## config.mk

```make
export PLATFORM = sky130hd
export DESIGN_NAME = uart_tx
export DESIGN_NICKNAME = d
export VERILOG_FILES = /design/src/rtl/uart_tx.sv
export SDC_FILE = /design/constraint.sdc
export NUM_CORES = 1
export LEC_CHECK = 0
export ABC_AREA = 0
export BUFFER_PORTS_ARGS = -buffer_cell sky130_fd_sc_hd__buf_2
export CAP_MARGIN = 0
export CORE_UTILIZATION = 50
export DETAILED_ROUTE_END_ITERATION = 8
export PLACE_DENSITY_LB_ADDON = 0.2
export REMOVE_ABC_BUFFERS = 1
export SLEW_MARGIN = 20
export SYNTH_ARGS = -nofsm -noshare
export SYNTH_HDL_FRONTEND = slang
export SYNTH_SLANG_ARGS = --single-unit
```

## constraint.sdc

```tcl
create_clock -name sys_clk -period 3.8 [get_ports sys_clk]
set_clock_uncertainty 0.05 [all_clocks]
set_input_delay 0.19 -clock sys_clk [delete_from_list [all_inputs] [get_ports sys_clk]]
set_output_delay 0.19 -clock sys_clk [all_outputs]
set_load 0.01 [all_outputs]
```

## src/rtl/uart_tx.sv

```systemverilog
// UART transmitter: 8 data bits, optional parity, one or two stop bits,
// with a clear-to-send gate before each frame.
module uart_tx #(
    parameter int CLK_FREQ = 50000000,
    parameter int BAUD     = 9600
) (
    input  logic       sys_clk,
    input  logic       reset,
    input  logic [7:0] tx_data,
    input  logic       tx_start,
    input  logic [7:0] usr_options,
    input  logic       cts_n,
    output logic       serial_out,
    output logic       tx_busy,
    output logic       tx_done
);

    localparam int DIVISOR = CLK_FREQ / BAUD;
    localparam int CW      = (DIVISOR > 2) ? $clog2(DIVISOR) : 1;

    typedef enum logic [2:0] {
        IDLE,
        WAIT_CTS,
        START,
        DATA,
        PARITY,
        STOP
    } state_t;

    state_t         state, state_n;
    logic [CW-1:0]  cnt, cnt_n;
    logic [2:0]     idx, idx_n;
    logic [7:0]     data_q, data_n;
    logic [2:0]     opt_q, opt_n;
    logic           line_n;
    logic           busy_n;
    logic           done_n;
    logic           bit_end;
    logic           unused_opts;

    assign unused_opts = ^usr_options[7:3];
    assign bit_end     = (cnt == CW'(DIVISOR - 1));

    always_ff @(posedge sys_clk or posedge reset) begin
        if (reset) begin
            state      <= IDLE;
            cnt        <= '0;
            idx        <= '0;
            data_q     <= '0;
            opt_q      <= '0;
            serial_out <= 1'b1;
            tx_busy    <= 1'b0;
            tx_done    <= 1'b0;
        end else begin
            state      <= state_n;
            cnt        <= cnt_n;
            idx        <= idx_n;
            data_q     <= data_n;
            opt_q      <= opt_n;
            serial_out <= line_n;
            tx_busy    <= busy_n;
            tx_done    <= done_n;
        end
    end

    always_comb begin
        state_n = state;
        cnt_n   = cnt + 1'b1;
        idx_n   = idx;
        data_n  = data_q;
        opt_n   = opt_q;
        busy_n  = tx_busy;
        done_n  = 1'b0;
        unique case (state)
            IDLE: begin
                cnt_n = '0;
                if (tx_start) begin
                    data_n  = tx_data;
                    opt_n   = usr_options[2:0];
                    busy_n  = 1'b1;
                    state_n = WAIT_CTS;
                end
            end
            WAIT_CTS: begin
                cnt_n = '0;
                if (!cts_n) begin
                    state_n = START;
                end
            end
            START: begin
                if (bit_end) begin
                    cnt_n   = '0;
                    idx_n   = '0;
                    state_n = DATA;
                end
            end
            DATA: begin
                if (bit_end) begin
                    cnt_n = '0;
                    if (idx == 3'd7) begin
                        idx_n   = '0;
                        state_n = opt_q[0] ? PARITY : STOP;
                    end else begin
                        idx_n = idx + 3'd1;
                    end
                end
            end
            PARITY: begin
                if (bit_end) begin
                    cnt_n   = '0;
                    idx_n   = '0;
                    state_n = STOP;
                end
            end
            STOP: begin
                // idx counts stop bits so two-stop frames reuse the same state
                if (bit_end) begin
                    cnt_n = '0;
                    if (opt_q[2] && idx == 3'd0) begin
                        idx_n = 3'd1;
                    end else begin
                        idx_n   = '0;
                        busy_n  = 1'b0;
                        done_n  = 1'b1;
                        state_n = IDLE;
                    end
                end
            end
            default: begin
                cnt_n   = '0;
                idx_n   = '0;
                state_n = IDLE;
            end
        endcase
    end

    // line level is registered from the next state so it tracks state exactly
    always_comb begin
        line_n = 1'b1;
        unique case (state_n)
            START:   line_n = 1'b0;
            DATA:    line_n = data_q[idx_n];
            PARITY:  line_n = (^data_q) ^ opt_q[1];
            default: line_n = 1'b1;
        endcase
    end

endmodule

```

==> metrics <==
Hold WS=around 0.015 ns; WP buf/inv=0; DIE AREA=between 3000 and 4000 um2; Post-synth EDFFs=0; drt total wl=approximately 3 mm; vias in the first global route=~1200; Detailed Place HPWL=about 2.2 mm; Slew @ Worst Pin=between 0.4 and 0.5 ns; dpl cells=roughly 220; clk sinks=33; later-pin clock latency in the skew report=0.34 ns; cell depth of the worst hold path=3; reg2reg start=cnt[0]; Routed Antenna Nets=0; M1 GR Usage=0.253; CTS tree=built; Syn Inst Count=164; GRT busiest layer=met2; Final Util=0.628; Die H=60.5 um; Synth area leaders=dfrtp_1 (47%), mux2_2 (6.6%), xnor2_1 (5.6%); outcome=finished, final reports clean; Fmax=about 380 MHz; startpoint types=flip-flop; Synth area leader=dfrtp_1; synth-to-layout area growth=15.7%; Final min period=2.61 ns; initial antenna violation count=0; boundary pin count=23; Avg Cell Area, Syn=10.4 um2; worst r2r path cells=8; Worst path max stage delay=roughly 0.4 ns; register area share after synthesis=0.483; Final Setup Violations=0; period utilization=0.687; starting density of the core=0.543; Synth Cell Area=between 1500 and 2000 um2; largest net degree at the start of global routing=34; final std cells w/o fill=234; Antenna diodes=0; clock buffer depth=2; Worst VDD drop=~0.18 mV; post-synth top area share=0.468; HP Start=usr_options[0]; Worst Hold End=opt_q[0]; Distinct cells, synth=38; Synth async-reset ratio=1.00; post-cts hold buffer count=1; crit-path cells=ha_1 -> and4bb_2 -> nand3_2 -> maj3_2 -> o22a_1 -> mux2_4 -> a2111oi_2 -> a211oi_1; layout cells sized above 1=0.242; total gr overflow=0; Port Buffers=17; postcts setup bufs=0; CTS resizes=0; core outline area=about 3200 um2; nets@finish=approximately 210; RD Place Congestion=0.863; Worst EP arrival=~2.8 ns; Synth Flop Type=dfrtp_1; Worst Path Max Fanout=6; die width=60.5 um; Worst path top cell family by delay=compound AO/OA/AOI/OAI gates; initial drt markers=67; Worst path depth=8; clock slew at reported path FFs=around 0.10 ns; GR Util All Layers=0.199; Max Cap Viol=0; Crit Path Class=flip-flop to flip-flop; WL per Instance=13.0 um; Synth warnings=0; setup TNS=0 ns; met3 usage=0.0576; hold crit path type=input pin to flip-flop; H-tree depth=2; r2r endpoint=serial_out; LEAKAGE=slightly above 0.0009 uW; Hold Vio Cnt, Final=0; Cell Rows=20; synthesis-stage register bit count=33; DR pass1 iterations=5; first-pass GRT wire length=slightly above 5 mm; DRC violations left=0; CP Capture Type=flip-flop; Root Driver=clkbuf_4; CP max stage cell=dfrtp_1; Num CTS Buffers=5; grt met2 use=0.316; Slew HR=0.724; Slew Viols, Final=0; Power per Cell Area=about 370 nW/um2; via count=around 1200; RSZ-0062 raised after global routing=false; Critical Path RT=roughly 4 ns; reg2reg setup slack=1.19 ns; Via density=approximately 5.3
Yosys cell counts, types with 2 or more instances:
library cell  instances
dfrtp_1              32
nor2_1               24
inv_1                13
nand2_1              11
xnor2_1              11
mux2_2               10
nand3_1               8
xor2_1                8
ha_1                  4
o21ai_0               4
a21oi_1               3
clkbuf_1              3
mux2i_1               3
a22o_1                2
a22oi_1               2
nor2b_1               2
nor3b_1               2
o22ai_1               2
routing by layer:
layer | part of all wire | routed length, um
met5 | 0 | 0
met4 | 0.018 | 56
met3 | 0.055 | 167
met2 | 0.47 | 1440
met1 | 0.45 | 1380
logic make-up after synthesis:
family                   after synthesis  share of synthesized area
AO/OA/AOI/OAI                         18                     0.0731
XOR/XNOR                              19                     0.0972
adder cells (fa/ha/maj)                5                     0.0358
buffers and inverters                 17                     0.0417
flip-flops                            33                      0.483
multiplexers                          14                     0.0921
AND/OR/NAND/NOR                       58                      0.177
cell type report:
| class | instances | area [um2] |
|---|---|---|
| multi-input combinational | 114 | 820 |
| tap | 44 | 55.1 |
| sequential | 33 | 827 |
| fill | 271 | 1170 |
| clock buffer | 5 | 37.5 |
| inverter | 13 | 48.8 |
| clock inverter | 3 | 65.1 |
| timing repair buffer | 22 | 128 |
how the worst max path moves through the flow:
| stage | start | slack [ns] | endpoint |
|---|---|---|---|
| 5_1_grt | cnt[0] | 1.0 | serial_out |
| 2_1_floorplan | state[1] | 1.36 | data_q[0] |
| 4_1_cts | cnt[0] | 1.19 | serial_out |
| 3_3_place_gp | cnt[0] | 1.27 | serial_out |
| 6_report | cnt[0] | 1.19 | serial_out |
| 3_5_place_dp | cnt[0] | 1.21 | serial_out |
per-stage QoR:
stage	setup WS, ns	cell area [um2]	power (uW)
2_1_floorplan	1.36	1690	399
3_3_place_gp	1.27	1860	412
3_5_place_dp	1.21	1860	414
5_1_grt	0.998	1980	763
6_report	1.19	1980	734
4_1_cts	1.19	1970	741
worst register-to-register path, cell delays in order, from the launching register on:
cell and delay, ns:
dfrtp_1 0.40, ha_1 0.27, and4bb_2 0.29, nand3_2 0.10, maj3_2 0.35, o22a_1 0.29
mux2_4 0.34, a2111oi_2 0.36, a211oi_1 0.10
cells in the final DEF (no fill, tap or decap), types with 2 or more instances in the layout:
cell / netlist / routed
nor2_1: 24 / 24
nand2_1: 11 / 11
nor3b_1: 2 / 2
a22o_1: 2 / 2
nor2b_1: 2 / 2
xnor2_1: 11 / 11
mux2i_1: 3 / 3
bufinv_16: 0 / 2
dfrtp_1: 32 / 32
buf_4: 0 / 3
o22ai_1: 2 / 2
inv_1: 13 / 13
a21oi_1: 3 / 3
xor2_1: 8 / 8
o21ai_0: 4 / 4
buf_2: 0 / 17
mux2_2: 10 / 10
clkbuf_4: 0 / 5
dlygate4sd3_1: 0 / 2
a22oi_1: 2 / 2
ha_1: 4 / 4
nand3_1: 8 / 8
flip-flops by register name, indices dropped and copies added, names as in the netlist:
| signal | count |
|---|---|
| cnt | 13 |
| state | 3 |
| tx_busy | 1 |
| serial_out | 1 |
| opt_q | 3 |
| tx_done | 1 |
| data_q | 8 |
| idx | 3 |
where the power goes:
group	switching, uW	internal, uW	total, uW
clock network	123	204	326
logic	20.0	24.3	44.2
registers	5.16	358	363
total	148	586	734
Power figures use the tool's default switching activity.
